$ cat src/rtl/shared_bus_arbiter_pkg.sv
// Shared types and width helpers for the shared-bus round-robin arbiter.
package shared_bus_arbiter_pkg;

   typedef enum logic [1:0] {
      StIdle = 2'd0,
      StOwn  = 2'd1,
      StTurn = 2'd2
   } state_e;

   // Counter width that stays at least one bit for a modulus of 1.
   function automatic int unsigned cnt_width(input int unsigned n);
      return (n > 1) ? $clog2(n) : 1;
   endfunction

   localparam int unsigned DefNumReq     = 4;
   localparam int unsigned DefMaxHold    = 8;
   localparam int unsigned DefTurnCycles = 1;

   localparam int unsigned OwnerW = cnt_width(DefNumReq);
   localparam int unsigned HoldW  = cnt_width(DefMaxHold);
   localparam int unsigned TurnW  = cnt_width(DefTurnCycles);

endpackage

$ cat src/rtl/rr_pick.sv
// Combinational round-robin selector: first set request at or above ptr, wrapping.
module rr_pick #(
   parameter int unsigned NUM_REQ = 4,
   parameter int unsigned IDX_W   = 2
) (
   input  logic [NUM_REQ-1:0] req,
   input  logic [IDX_W-1:0]   ptr,
   output logic               valid,
   output logic [NUM_REQ-1:0] winner,
   output logic [IDX_W-1:0]   idx
);

   logic [IDX_W-1:0] k;

   always_comb begin
      valid  = 1'b0;
      winner = '0;
      idx    = '0;
      k      = '0;
      for (int unsigned i = 0; i < NUM_REQ; i++) begin
         k = IDX_W'((int'(ptr) + i) % NUM_REQ);
         if (!valid && req[k]) begin
            valid     = 1'b1;
            winner[k] = 1'b1;
            idx       = k;
         end
      end
   end

endmodule

$ cat src/rtl/shared_bus_arbiter.sv
// Round-robin owner sequencing for a shared tri-state bus with turnaround gaps
// and hold-time pre-emption. Drives the buffer enables directly.
module shared_bus_arbiter
   import shared_bus_arbiter_pkg::*;
#(
   parameter int unsigned NUM_REQ     = DefNumReq,
   parameter int unsigned MAX_HOLD    = DefMaxHold,
   parameter int unsigned TURN_CYCLES = DefTurnCycles
) (
   input  logic                       clk,
   input  logic                       reset_n,
   input  logic [NUM_REQ-1:0]         req,
   output logic [NUM_REQ-1:0]         grant,
   output logic [NUM_REQ-1:0]         drive_en,
   output logic                       bus_busy,
   output logic [$clog2(NUM_REQ)-1:0] owner,
   output logic                       preempted
);

   localparam int unsigned OwW = $clog2(NUM_REQ);
   localparam int unsigned HW  = cnt_width(MAX_HOLD);
   localparam int unsigned TW  = cnt_width(TURN_CYCLES);

   localparam logic [HW-1:0] HoldLast = HW'(MAX_HOLD - 1);
   localparam logic [TW-1:0] TurnLast = TW'(TURN_CYCLES - 1);

   state_e             state_q;
   logic [HW-1:0]      hold_q;
   logic [TW-1:0]      turn_q;
   logic [OwW-1:0]     ptr_q;

   logic               pick_valid;
   logic [NUM_REQ-1:0] pick_onehot;
   logic [OwW-1:0]     pick_idx;
   logic [OwW-1:0]     next_ptr;
   logic               others;
   logic               start_own;

   rr_pick #(
      .NUM_REQ (NUM_REQ),
      .IDX_W   (OwW)
   ) u_rr_pick (
      .req    (req),
      .ptr    (ptr_q),
      .valid  (pick_valid),
      .winner (pick_onehot),
      .idx    (pick_idx)
   );

   assign next_ptr  = OwW'((int'(pick_idx) + 1) % NUM_REQ);
   assign others    = |(req & ~grant);
   // The last turnaround edge arbitrates exactly like IDLE, with no extra idle cycle.
   assign start_own = pick_valid &&
                      ((state_q == StIdle) || ((state_q == StTurn) && (turn_q == TurnLast)));

   always_ff @(posedge clk or negedge reset_n) begin
      if (!reset_n) begin
         state_q   <= StIdle;
         grant     <= '0;
         drive_en  <= '0;
         bus_busy  <= 1'b0;
         owner     <= '0;
         preempted <= 1'b0;
         ptr_q     <= '0;
         hold_q    <= '0;
         turn_q    <= '0;
      end else begin
         preempted <= 1'b0;
         if (start_own) begin
            state_q  <= StOwn;
            grant    <= pick_onehot;
            drive_en <= pick_onehot;
            owner    <= pick_idx;
            bus_busy <= 1'b1;
            hold_q   <= '0;
            ptr_q    <= next_ptr;
         end else begin
            unique case (state_q)
               StIdle: ;
               StOwn: begin
                  if (hold_q != HoldLast) hold_q <= hold_q + 1'b1;
                  if (!req[owner] || ((hold_q == HoldLast) && others)) begin
                     state_q   <= StTurn;
                     grant     <= '0;
                     drive_en  <= '0;
                     turn_q    <= '0;
                     preempted <= req[owner];
                  end
               end
               StTurn: begin
                  if (turn_q == TurnLast) begin
                     state_q  <= StIdle;
                     bus_busy <= 1'b0;
                  end else begin
                     turn_q <= turn_q + 1'b1;
                  end
               end
               default: state_q <= StIdle;
            endcase
         end
      end
   end

endmodule
$ cat config.mk
export PLATFORM = sky130hd
export DESIGN_NAME = shared_bus_arbiter
export DESIGN_NICKNAME = d
export VERILOG_FILES = /design/src/rtl/shared_bus_arbiter_pkg.sv /design/src/rtl/rr_pick.sv /design/src/rtl/shared_bus_arbiter.sv
export SDC_FILE = /design/constraint.sdc
export NUM_CORES = 1
export LEC_CHECK = 0
export BUFFER_PORTS_ARGS = -buffer_cell sky130_fd_sc_hd__buf_2
export CORE_ASPECT_RATIO = 0.9
export CORE_MARGIN = 5
export CORE_UTILIZATION = 56
export DETAILED_ROUTE_END_ITERATION = 12
export GPL_TIMING_DRIVEN = 1
export HOLD_SLACK_MARGIN = 0.02
export PLACE_DENSITY = 0.75
export SETUP_SLACK_MARGIN = 0.02
export SLEW_MARGIN = 20
export SYNTH_ARGS = -nofsm -noshare
export SYNTH_HDL_FRONTEND = slang
export SYNTH_HIERARCHICAL = 1
export SYNTH_SLANG_ARGS = --single-unit
$ cat constraint.sdc
create_clock -name clk -period 3.26 [get_ports clk]
set_clock_uncertainty 0.2 [all_clocks]
set_input_delay 0.489 -clock clk [delete_from_list [all_inputs] [get_ports clk]]
set_output_delay 0.489 -clock clk [all_outputs]
set_load 0.02 [all_outputs]
Yosys cells after proc, flatten, opt, wreduce, memory -nomap -nowiden
Index checks and enable logic that the tools add are counted.
{ "word_totals": {"ff_bits": 16, "inputBits": 6, "output_inout_bits": 12, "word_cells": 116} }
{ "classes": {"n_addsub": 6, "magnitude_cmp": 9, "eq_ne": 9, "n_mux": 49, "bitwise_logic": 7, "reduce_logical": 28} }
{ "op_table": {"columns": ["operator", "count"], "rows": [
  ["$mux W4", 7],
  ["$mux W1", 21],
  ["$lt A2 B3 Y1 const B", 5],
  ["$mux W2", 7],
  ["$or A4 B4 Y4", 3],
  ["$bmux W1 S2", 5],
  ["$logic_and A1 B1 Y1", 10],
  ["$reduce_bool A2 Y1", 5],
  ["$mux W3", 3],
  ["$ne A3 B3 Y1 const B", 3],
  ["$demux W1 S2", 4],
  ["$ge A2 B1 Y1 const B", 4],
  ["$pmux W2 S3", 1],
  ["$reduce_and A2 Y1", 3],
  ["$reduce_and A3 Y1", 2],
  ["$add A2 B1 Y2 const B", 2],
  ["$add A2 B2 Y2 const B", 2],
  ["$and A4 B4 Y4", 1],
  ["$logic_not A1 Y1", 4],
  ["$ne A2 B2 Y1 const B", 2],
  ["$not A4 Y4", 1],
  ["$reduce_or A4 Y1", 1],
  ["$add A3 B1 Y3 const B", 1],
  ["$eq A3 B3 Y1 const B", 1],
  ["8 further kinds", 10]
]} }

Longest topological paths before layout
Gate-level depths: netlist (run 1).
{ "depth": {"word_depth": 15, "ltp_mapped": 11} }

Cells and area by module
Netlist (run 1), hierarchy kept.
{ "by_module_without_submodules": {"columns": ["mod", "instances", "cells_per_inst", "area_each_um2"], "rows": [
  ["shared_bus_arbiter", 1, 73, 772.0],
  ["rr_pick", 1, 45, 422.9]
]} }

Worst setup path before layout (run 1)
OpenSTA, ideal clock, no wires.
{ "synth_path": {"path_kind": "reg2reg", "startpoint": "register ptr_q[0]", "endpoint": "register ptr_q[1]", "setup_time_ns": 0.129, "arrival_ns": 2.223, "required_time_ns": 2.931, "path_slack_ns": 0.708, "path_stages_with_launch": 11, "n_path_buf": 2, "path_cell_list": "dfrtp_1 > buf_6 > inv_1 > ha_1 > mux4_2 > buf_6 > nor4b_4 > nor2_1 > a32o_1 > xnor2_1 > o21ai_0"} }
{ "synth_via": {"elab_chain_len": 13, "word_cells_on_any_way": 27, "cone_classes": "4 x add/sub; 16 x mux; 7 x reduce/logical"} }
{ "synth_lines": {"columns": ["item", "line", "rtl"], "rows": [
  ["from (decl)", "shared_bus_arbiter.sv:30", "logic [OwW-1:0] ptr_q;"],
  ["from (signal assigned)", "shared_bus_arbiter.sv:76", "ptr_q <= next_ptr;"],
  ["branches (longest 11 deep; another with $add A2 B1 Y2)", null, null],
  ["$mux W2 *", "rr_pick.sv:22", "if (!valid && req[k]) begin"],
  ["named net pick_idx[1]", "shared_bus_arbiter.sv:34", "logic [OwW-1:0] pick_idx;"],
  ["$add A2 B1 Y2 *", "shared_bus_arbiter.sv:50", "assign next_ptr = OwW'((int'(pick_idx) + 1) % NUM_REQ);"]
]} }
Mark *: on every way through the listed nets, which the timed path passes. The select of a mux whose other input is x is not followed.
A chain may end at the register's enable or synchronous reset.

Worst setup path after layout (run 1)
{ "layout_path": {"startpoint": "register ptr_q[1]", "endpoint": "register drive_en[1]"} }
{ "layout_via": {"elab_chain_len": 15, "word_cells_on_any_way": 53, "cone_classes": "3 x add/sub; 8 x order compare; 25 x mux; 3 x bitwise; 14 x reduce/logical"} }
{ "layout_lines": {"columns": ["item", "line", "rtl"], "rows": [
  ["branches (longest 11 deep; another with $add A2 B1 Y2)", null, null],
  ["$mux W1 *", "rr_pick.sv:22", null],
  ["named net pick_valid", "shared_bus_arbiter.sv:32", "logic pick_valid;"],
  ["$logic_and A1 B1 Y1 *", "shared_bus_arbiter.sv:53", "assign start_own = pick_valid &&"],
  ["$reduce_bool A2 Y1 (no source line)", null, null],
  ["$reduce_and A2 Y1 (no source line)", null, null],
  ["to (signal assigned)", "shared_bus_arbiter.sv:72", "drive_en <= pick_onehot;"],
  ["to (decl)", "shared_bus_arbiter.sv:14", "output logic [NUM_REQ-1:0] drive_en,"]
]} }
Marked as above.

==> results.md, run 1 <==
Cells and area:
- Relative to the synthesized area, the layout overhead comes to 7.96%.
- The repair_antennas step left the layout with diodes totalling 0.
- The share of final-layout standard cells stronger than drive strength 1 is between 20 and 25%.
- The number of nets in the layout is between 100 and 150.

Global routing:
- The initial antenna violation count is 0.
- The number of global-route vias before repair is about 900.
- Summed over all layers, the global routing overflow is 0.
- The global-route usage over all layers is 17.6%.
- The first global-routing pass estimated roughly 4200 µm of wire.
- Entering global routing, the biggest net connects 16 pins.

Power and ir drop:
- After layout, the design draws a total of between 0.001 and 0.0015 W.
- In this run, the combinational gates consume between 60% and 70% of the power.
- Across the VDD grid, the largest voltage drop is around 530 µV.
- The total leakage power is about 0.61 nW.
- The internal portion of total power is between 0.0006 and 0.0007 W.
- Summed over all nets, the switching power comes to between 0.0006 and 0.0007 W.
- Net switching is about 48% of the power.
- The power density normalized to cell area is 994 nW/µm².
- In this run, the clock network consumes 8.3% of the power.
- The sequential cell fraction of total power is about 26%.

Clock tree:
- Clock tree synthesis inserted a total of 3 buffers.
- CTS saw 15 sinks.
- The root buffer cell chosen for the clock tree is clkbuf_4.
- Counting along the longest clock path gives a buffer depth of 2.
- The number of post-CTS setup repair buffers is 0.
- The maximum level of the CTS H-tree is 1.
- The clock latency on the worst-skew pair is between 200 and 300 ps.
- After clock tree synthesis, the clock-pin slew on the worst setup and hold paths is roughly 90 ps.
- The TritonCTS clock tree is yes.

Synth:
- The dominant cell by count in the synthesized netlist is dfrtp_1.
- Synthesis produced roughly 120 cells.
- The share of the synthesized area in the top cell type is 31.4%.
- The post-synthesis adder-cell area fraction is between 7 and 8%.
- The library cell with the largest summed area after synthesis is dfrtp_1.
- The post-synthesis compound-gate area fraction is between 15 and 20%.
- By area, the combinational part of the netlist is dominated by simple AND/OR/NAND/NOR gates.
- The number of different library cells in the post-synthesis netlist is 35.
- After synthesis, flip-flops and latches occupy approximately a third of the total area.
- During synthesis, Yosys emitted a total of 6 warnings.
- The most used flip-flop cell after synthesis is dfrtp_1.
- The commonest cells after synthesis are dfrtp_1 (15), nand2_1 (10), a22oi_1 (9), o21ai_0 (9).
- The multiplexer share of the synthesized area is between 10% and 20%.
- The mean instance size in the synthesized netlist is approximately 10 µm².
- Of the total synthesized cell area, the portion taken by XOR and XNOR cells is under 10%.
- The number of nets in the synthesized netlist is approximately 130.
- In the synthesized netlist the async set-or-reset flop fraction comes to 100%.
- The synthesized design contains 0 enable-type register cells.
- Yosys attributes the largest share of cell area to dfrtp_1 (31%), ha_1 (7.3%), mux4_1 (6.6%).
- The post-synthesis simple-gate area fraction is 19.2%.
- The post-synthesis register bit count is 15.
- The post-synthesis instance area is 1190 µm².

Timing:
- The final hold violation count is 0.
- After layout, the worst path uses around nine tenths of the clock period.
- Setup repair after global routing left no endpoint under its margin.
- Setup violations remaining at the end of the flow were counted as 0.
- Timing would allow up to 345 MHz.
- The worst path in the final design needs a cycle of ~2900 ps, including I/O delays and setup.
- Hold timing on the final database bottoms out at a slack of about 310 ps.
- The final number of max-transition violations is 0.
- The setup TNS is 0 ps.
- At the pin with the least slew margin, the transition time is 474 ps.
- Headroom to the max-slew limit came out at about two thirds.

Place:
- The HPWL reported at the end of detailed placement is between 1500 and 2000 µm.
- The last weighted congestion value of the routability-driven placer is 0.971.
- The quantity of I/O buffers inserted on ports is 17.

Run status:
- The run finished with clean final reports.

Worst hold path:
- The type of the worst min-delay path is flip-flop to flip-flop.

Die:
- For this design the top-level I/O count stands at 18.
- The die footprint is roughly 3200 µm².
- The placement row count is 15.
- The chip width is ~59 µm.
- The core outline area is between 1500 and 2000 µm².
- For this configuration, the core starts out at a cell density of about 61%.
- From bottom edge to top edge, the die measures around 54 µm.

Critical path:
- Data on the critical path is required at its endpoint by 3210 ps.
- The critical path arrival is around 2900 ps.
- Traced cell by cell, the critical path runs through inv_1 > ha_1 > mux4_2 > nor3_1 > nand2b_1 > nand2b_1 > mux2i_1 > nor3_1.
- For this run, the slowest stage of the critical path takes approximately 550 ps.
- The worst setup path is of the flip-flop to flip-flop kind.
- The slowest cell on the critical path is dfrtp_1.
- The capturing element type of the critical path is a flip-flop.
- The slack of the worst reg-to-reg path is 360 ps.
- The number of buffers and inverters on the critical path is 1.
- The largest fanout of any net on the critical path is 11.
- STA classifies the critical path startpoint as a flip-flop.
- The family with the most delay on the worst path is simple AND/OR/NAND/NOR gates.

Detailed routing:
- Using the TritonRoute via totals, the vias-per-cell ratio works out to approximately 6.2.
- Wires add up to 2500 µm.
- The first detailed-routing pass ran for 4 iterations.
- For this run, design rule violations remaining after detail routing come to 0.
- The routed wirelength normalized by instance count is 15.9 µm.
- The total number of vias is about 1000.
- The post-route antenna net violation count is 0.
- After the first detailed-routing iteration, the DRC count stood at 19.

Flow run:
- The number of maximum-capacitance constraint violations is 0.
==> path summary, 6_finish.rpt <==
check	startpoint	end	cells after the start
setup / recovery	ptr_q[1]	drive_en[1]	8
hold / removal	bus_busy	bus_busy	2
setup reg to reg	ptr_q[1]	drive_en[1]	8
hold reg to reg	bus_busy	bus_busy	2
max in group asynchronous	reset_n	hold_q[0]	2
min in group asynchronous	reset_n	preempted	2
==> final cells by class <==
class                           instances  area (µm²)
Multi-Input combinational cell         88         732
Fill cell                             173         681
Sequential cell                        15         375
Timing Repair Buffer                   19         103
Tap cell                               25        31.3
Clock buffer                            4        26.3
Inverter                                6        22.5
==> power groups by stage <==
stage	registers, W	clock network, W	logic (W)
finish	0.000329	0.000106	0.000848
global placement	0.000327	0	0.000823
floorplan	0.000351	0	0.000693
global route	0.000340	0.000118	0.000936
CTS	0.000328	0.000108	0.000848
detailed placement	0.000332	0	0.000841
==> routing by layer <==
metal / track usage, % / share of wire, % / up-vias
li1: - / - / 461
met1: 23.4 / 46 / 478
met2: 28.3 / 46 / 31
met3: 5.04 / 6.6 / 2
met4: 4.91 / 0.68 / 0
met5: 0 / 0 / -
==> sequential cells by signal (all words and copies together) (netlist names) <==
signal and count:
bus_busy 1, ptr_q 2, drive_en 4, hold_q 3, preempted 1, owner 2, state_q 2
==> layout by cell type (no fill, tap or decap), types with 2 or more instances in the layout <==
cell	count
nand2_1	10
o21ai_0	9
inv_1	6
a41oi_1	2
buf_2	17
nor3_1	5
clkbuf_4	3
mux4_1	3
nand3b_1	2
nand2b_1	6
dfrtp_1	15
a22oi_1	9
mux2_2	4
mux2i_1	7
ha_1	7
nor2b_1	2
xnor2_1	2
nor2_1	5
==> cell families (layout without fill, tap and decap cells) <==
kind of cell,after synthesis,in the layout
fa+ha+maj,7,7
compound gates,26,26
buf+inv,15,29
flops,15,15
mux,15,15
xor+xnor,2,2
simple gates,38,38
==> through the flow <==
| stage | worst slack [ps] | utilization (%) | instances | cell area [µm²] |
|---|---|---|---|---|
| 2_1_floorplan | 708 | - | 118 | 1190 |
| 3_5_place_dp | 421 | 63.6 | 152 | 1250 |
| 6_report | 365 | 65.5 | 157 | 1290 |
| 5_1_grt | 117 | 65.5 | 157 | 1290 |
| 3_3_place_gp | 482 | 63.6 | 152 | 1250 |
| 4_1_cts | 389 | 65.5 | 157 | 1290 |
==> worst reg2reg max path: cells and delay by family, from the launching register on <==
family | cells | cell delay [ps]
DFF | 1 | 550
buffers and inverters | 1 | 140
adders and majority gates | 1 | 370
and+or+nand+nor | 4 | 820
muxes | 2 | 680
==> repair_timing <==
item,4_1_cts,5_1_grt
gates resized for setup,0,0
hold buffers,1,0
hold endpoints to repair,15,0
Note: power is estimated with default switching activity, not from simulation.
==> run 2, diff against run 1 <==
--- a/config.mk
+++ b/config.mk
@@ -6,7 +6,6 @@
 export NUM_CORES = 1
 export LEC_CHECK = 0
 export BUFFER_PORTS_ARGS = -buffer_cell sky130_fd_sc_hd__buf_2
-export CORE_ASPECT_RATIO = 0.9
 export CORE_MARGIN = 5
 export CORE_UTILIZATION = 56
 export DETAILED_ROUTE_END_ITERATION = 12
==> results.md, run 2 (synthesis gave the netlist of run 1 again) <==
Run status:
- The run finished with clean final reports.

Clock tree:
- Counting every sink on the clock net gives 15.
- The maximum number of buffers from clock root to sink is 2.
- The clock latency on the worst-skew pair is 290 ps.
- The number of clock buffers added by TritonCTS is 3.
- The clock transition at the registers of the reported paths is ~90 ps.
- The root buffer cell is clkbuf_4.
- The post-cts sizing count is 0.
- The TritonCTS clock tree is yes.
- The maximum level of the CTS H-tree is 1.

Cells and area:
- The non-filler instance count after layout is 159.
- The share of final-layout standard cells stronger than drive strength 1 is a little under a quarter.
- The number of nets in the layout is between 100 and 150.
- Leaving out fill and tap cells, the most frequent cells in the layout are buf_2 (17), dfrtp_1 (15), nand2_1 (10).
- The antenna diode count is 0.
- The flip-flop count of the largest register after layout is 4.
- Counting flops per register, the top entry is drive_en.
- Fill cells in the final layout number 170.
- The library cell used most frequently in the layout, excluding fill and tap cells, is buf_2.
- The largest registers in the layout are drive_en (4), hold_q (3).
- Relative to the synthesized area, the layout overhead comes to 8.27%.
- Cells fill around 65% of the core in the end.

Worst hold path:
- The tightest min-delay check is of the flip-flop to flip-flop type.

Power and ir drop:
- The power density normalized to cell area is just over 1000 nW/µm².
- Sequential cells account for ~27% of the total power.
- The analysis attributes to cell leakage a power of a little over 0.6 nW.
- IR analysis of the VDD net gives a maximum drop of approximately 590 µV.
- The clock network power share is 8.2%.
- The switching part of the total is roughly 49%.
- The internal portion of total power is approximately 0.00067 W.
- The logic gate share of total power is around two thirds.
- Summing internal, switching and leakage power gives about 0.0013 W.
- The analysis attributes to net switching a power of 0.000635 W.

Critical path:
- The number of cells traversed by the worst register-to-register path is 8.
- Among all stages on the critical path, the largest delay is contributed by dfrtp_1.
- The critical setup path kind is flip-flop to flip-flop.
- The startpoint kind of the worst setup timing path is a flip-flop.
- In this run the worst setup path terminates at ptr_q[1].
- The critical path arrival is 2890 ps.
- The required time of the critical path is approximately 3300 ps.
- The number of cells on the critical path is 8.
- The worst register-to-register path ends at ptr_q[1].
- The worst register-to-register path begins at ptr_q[1].
- Grouping stages by cell kind, the critical path spends the most delay in flip-flops.
- The slack of the worst reg-to-reg path is roughly 370 ps.
- The first element of the critical path is ptr_q[1].
- For this run, the slowest stage of the critical path takes ~560 ps.
- Walking the worst path, the cells encountered are inv_1 > ha_1 > mux4_2 > nor4b_4 > nor2_1 > a32o_1 > xnor2_1 > o21ai_0.
- The largest fanout of any net on the critical path is 10.
- The worst setup path is captured at a flip-flop.
- The number of buffers and inverters on the critical path is 1.

Detailed routing:
- The routed wirelength normalized by instance count is between 15 and 20 µm.
- The total number of vias is ~1000.
- In this run the remaining antenna-violating nets after routing total 0.
- The detailed router finished its first iteration with 29 violations.
- The first-pass detailed-route iteration total is 4.
- The detailed router put a total of about 1200 µm of wire on met1.
- The final wirelength is between 2000 and 3000 µm.
- The detail-routed via count per cell is about 6.2.
- In the detailed route, the total length drawn on met3 is between 150 and 200 µm.
- Wire segments on met2 add up to approximately 1200 µm in the final route.
- The uppermost layer routed is met4.
- The DRC violations left is 0.

Timing:
- Setup violations remaining at the end of the flow were counted as 0.
- Setup repair after global routing left no endpoint under its margin.
- Headroom to the max-slew limit came out at between 60% and 70%.
- For the pin with the worst max-slew slack, the measured transition is approximately 560 ps.
- The final period demand of the worst path is slightly below 3000 ps.
- The final number of max-transition violations came to 0.
- Derived from the worst setup path, the maximum achievable clock frequency is 346 MHz.
- After layout, the worst setup slack is around 370 ps.
- The final hold violation count was 0.
- The final critical path takes up about nine tenths of the cycle.
- Adding up every negative setup slack in the final design gives 0 ps.

Global routing:
- The initial antenna violation count is 0.
- Summed over all layers, the global routing overflow is 0.
- The pin count of the biggest net entering global routing is 16.
- The global-route usage over all layers is between 10% and 20%.
- The first global-routing pass estimated between 4000 and 5000 µm of wire.
- The number of global-route vias before repair is 900.

Die:
- The core outline area is 2000 µm².
- After floorplanning, the core was divided into 16 placement rows.
- The number of ports placed on the die boundary is 18.
- Measured along the x axis, the die boundary spans between 50 and 60 µm.
- The initial utilization of the core area, before any placement, comes to around three fifths.
- The floorplan step defined a die boundary enclosing around 3200 µm².
- The vertical die dimension is between 50 and 60 µm.

Place:
- After detailed placement, the design holds a cell count of around 150.
- The quantity of I/O buffers inserted on ports is 17.
- The setup slack after placement is just over 400 ps.
- At the end of routability-driven placement, the weighted congestion stood at roughly 0.86.
- The HPWL after detailed placement is ~1900 µm.

Flow run:
- The number of maximum-capacitance constraint violations is 0.
## run 2: worst min-delay path, stage by stage, from the launching register on
cell     delay, ps
dfrtp_1        350
mux2i_1         70
nor2_1          80
## run 2: final cells by class
| cell class | instances | area, µm² | share of cell area, % |
|---|---|---|---|
| well taps | 27 | 33.8 | 2.61 |
| clock inverters | 1 | 5.00 | 0.387 |
| inverters | 6 | 22.5 | 1.74 |
| multi-input cells | 88 | 732 | 56.6 |
| repair buffers | 19 | 103 | 7.93 |
| clock buffers | 3 | 22.5 | 1.74 |
| flip-flops and latches | 15 | 375 | 29.0 |
## run 2: timing repair
item | CTS | global route
buffers inserted | 0 | 0
hold endpoints to repair | 15 | 0
hold buffers | 1 | 0
## run 2: power groups by stage
stage | sequential [W] | combinational [W] | clock, W
6_report | 0.000349 | 0.000847 | 0.000107
5_1_grt | 0.000361 | 0.000933 | 0.000123
4_1_cts | 0.000348 | 0.000838 | 0.000111
3_5_place_dp | 0.000351 | 0.000832 | 0
3_3_place_gp | 0.000343 | 0.000816 | 0
2_1_floorplan | 0.000351 | 0.000693 | 0
## run 2: worst min-delay path by stage
| stage | slack (ps) | from | depth (start not counted) | endpoint |
|---|---|---|---|---|
| finish | 330 | hold_q[1] | 2 | hold_q[1] |
| global route | 370 | hold_q[1] | 2 | hold_q[1] |
| CTS | 340 | hold_q[1] | 2 | hold_q[1] |
| detailed placement | 220 | reset_n | 1 | ptr_q[0] |
| global placement | 210 | reset_n | 1 | ptr_q[0] |
| floorplan | -7 | reset_n | 0 | bus_busy |
## run 2: metal layers
layer  vias up  global-route usage, %
li1        464                      -
met1       468                   24.2
met2        43                   25.0
met3         5                   5.34
met4         0                   5.42
met5         -                      0
## run 2: through the flow
step / instance area (µm²) / hold WS [ps]
detailed placement: 1260 / 215
finish: 1290 / 334
CTS: 1290 / 341
global route: 1290 / 369
global placement: 1260 / 210
floorplan: 1190 / -6.59
==> run 3, diff against run 2 <==
--- a/config.mk
+++ b/config.mk
@@ -11,6 +11,7 @@
 export DETAILED_ROUTE_END_ITERATION = 12
 export GPL_TIMING_DRIVEN = 1
 export HOLD_SLACK_MARGIN = 0.02
+export MAX_ROUTING_LAYER = met4
 export PLACE_DENSITY = 0.75
 export SETUP_SLACK_MARGIN = 0.02
 export SLEW_MARGIN = 20
==> constraint.sdc (replaced) <==
create_clock -name clk -period 3.26 [get_ports clk]
set_clock_uncertainty 0.2 [all_clocks]
set_input_delay 0.489 -clock clk [delete_from_list [all_inputs] [get_ports clk]]
set_output_delay 0.489 -clock clk [all_outputs]
set_load 0.05 [all_outputs]
==> results.md, run 3 (synthesis gave the netlist of run 1 again) <==
Run status:
- The flow ran to the end, and the final reports show no timing, DRC or antenna violations.

Critical path:
- The critical path arrival is roughly 2900 ps.
- The required time of the critical path is about 3300 ps.
- The slowest cell on the critical path is dfrtp_1.
- The largest fanout of any net on the critical path is 10.
- The capturing element type of the critical path is a flip-flop.
- The slack of the worst reg-to-reg path is roughly 350 ps.
- For this run, the slowest stage of the critical path takes roughly 570 ps.
- The worst setup path is of the flip-flop to flip-flop kind.
- The startpoint kind of the worst setup timing path is a flip-flop.
- Walking the worst path, the cells encountered are inv_1 > ha_1 > mux4_2 > nor4b_4 > nor2_1 > a32o_1 > xnor2_1 > o21ai_0.

Cells and area:
- The synthesis-to-layout area growth is 8.27%.
- The count of cells in the finished layout, fillers not included, comes to approximately 160.
- In the layout the commonest cells are buf_2 (17), dfrtp_1 (15), nand2_1 (10).
- In the final layout, the registers with the most flip-flops are drive_en (4), hold_q (3).
- The most frequent standard cell in the layout excluding fill and tap cells is buf_2.
- The final instance area is ~1300 µm².
- The flip-flop count of the largest register after layout is 4.
- The antenna diode count is 0.
- After the last flow step, the layout net total stands at around 150.
- The register containing the most flip-flops in the final layout is drive_en.
- The share of final-layout standard cells stronger than drive strength 1 is roughly a quarter.

Power and ir drop:
- For this design the static power due to leakage is ~0.6 nW.
- The worst-case IR drop observed on VDD is between 600 and 700 µV.
- Total power for the finished layout comes to roughly 0.0014 W.
- For this design the ratio of total power to cell area is approximately 1100 nW/µm².

Clock tree:
- In this run the number of H-tree levels came out at 1.
- The TritonCTS buffer count is 3.
- Clock-pin slew was measured on the worst setup and hold paths at around 90 ps.
- After clock tree synthesis, the repair step resized 0 gates.
- The root buffer cell is clkbuf_4.
- Buffers added to address setup during post-CTS repair amount to 0.
- After clock tree synthesis, the flow added hold-fix buffers numbering 1.
- The maximum number of buffers from clock root to sink is 2.
- The clock latency on the worst-skew pair is just under 300 ps.
- The clock sink count is 15.
- The TritonCTS clock tree is yes.

Die:
- The die footprint is between 3000 and 4000 µm².
- The number of ports placed on the die boundary is 18.
- The initial core utilization is 59.7%.
- The vertical die dimension is roughly 56 µm.
- The chip width is about 56 µm.
- The core outline area is between 2000 and 2500 µm².
- The placement row count is 16.

Detailed routing:
- After detailed routing, the number of remaining DRC violations is 0.
- In the routed layout, each cell is associated on average with a via count of 6.19.
- Wires add up to around 2500 µm.
- Across all layers, the routed design uses ~1000 vias.
- The first detailed-routing pass took 4 iterations.
- In this run, the number of DRC markers left after iteration 0 of detailed routing was 30.
- The post-route antenna net violation count is 0.
- In the final routed layout, each cell accounts on average for ~16 µm.

Timing:
- The setup violation total in the final timing report is 0.
- The final hold slack is ~330 ps.
- The final clock period utilization by the worst path is 89.4%.
- Measured against its own limit, the worst slew margin works out to 62.4%.
- The setup TNS is 0 ps.
- Subtracting the final worst setup slack from the clock period gives a little under 3000 ps.
- At the pin with the least slew margin, the transition time is between 500 and 600 ps.
- Setup repair after global routing left no endpoint under its margin.
- The final hold violation count was 0.
- The final number of max-transition violations is 0.
- Static timing analysis puts the maximum clock frequency at ~340 MHz.

Global routing:
- The first-pass GRT wire length is between 4000 and 5000 µm.
- Global routing used around 18% of the available tracks across all layers.
- Global routing finished with a remaining overflow of 0.
- The pin count of the biggest net entering global routing is 16.
- The number of global-route vias before repair was 899.
- The initial antenna violation count is 0.

Place:
- The HPWL reported at the end of detailed placement is roughly 1900 µm.
- The count of placed standard cells including taps is between 150 and 200.
- Once placement finished, the instance area stood at between 1000 and 1500 µm².
- The last weighted congestion value of the routability-driven placer is just under 0.9.
- In this run the tool buffered the top-level ports with 17 buffer cells.

Flow run:
- Max-cap violations in this run came to 0.

Worst hold path:
- The type of the worst min-delay path is flip-flop to flip-flop.
## run 3: cell counts in the layout (fill, tap and decap cells not counted)
No cell type changed its count.
## run 3: worst max-delay path, delay by kind of cell, from the launching register on
family | cells | cell delay [ps]
xor gates and xnor gates | 1 | 130
buffers and inverters | 1 | 140
DFF | 1 | 570
adders and majority gates | 1 | 370
and+or+nand+nor | 2 | 520
muxes | 1 | 450
AOI/OAI and AO/OA | 2 | 450
## run 3: metrics by stage
stage,util (%),worst slack [ps]
2_1_floorplan,-,708
3_3_place_gp,62.7,513
3_5_place_dp,62.7,411
4_1_cts,64.6,385
5_1_grt,64.6,152
6_report,64.6,346
## run 3: where the power goes
group	switching [W]	leakage (nW)	internal (W)
Sequential	0.0000983	0.191	0.000252
Combinational	0.000564	0.402	0.000370
Clock	0.0000616	0.0177	0.0000457
Total	0.000724	0.611	0.000668
## run 3: cell type report
class                           count  area (µm²)
Tap cell                           27        33.8
Clock buffer                        3        22.5
Multi-Input combinational cell     88         732
Fill cell                         170         708
Clock inverter                      1        5.00
Sequential cell                    15         375
Inverter                            6        22.5
Timing Repair Buffer               19         103
## run 3: worst paths after layout
kind	from	to	depth (start not counted)
setup / recovery	ptr_q[1]	ptr_q[1]	8
hold / removal	hold_q[1]	hold_q[1]	2
setup reg to reg	ptr_q[1]	ptr_q[1]	8
hold reg to reg	hold_q[1]	hold_q[1]	2
max in group asynchronous	reset_n	owner[1]	2
min in group asynchronous	reset_n	ptr_q[0]	2
## run 3: metal layers
| metal | GRT usage [%] | wire (µm) | up-vias |
|---|---|---|---|
| met1 | 24.2 | 1170 | 468 |
| met3 | 5.34 | 178 | 4 |
| li1 | - | - | 466 |
| met5 | - | 0 | - |
| met4 | 5.42 | 29 | 0 |
| met2 | 25.0 | 1170 | 47 |
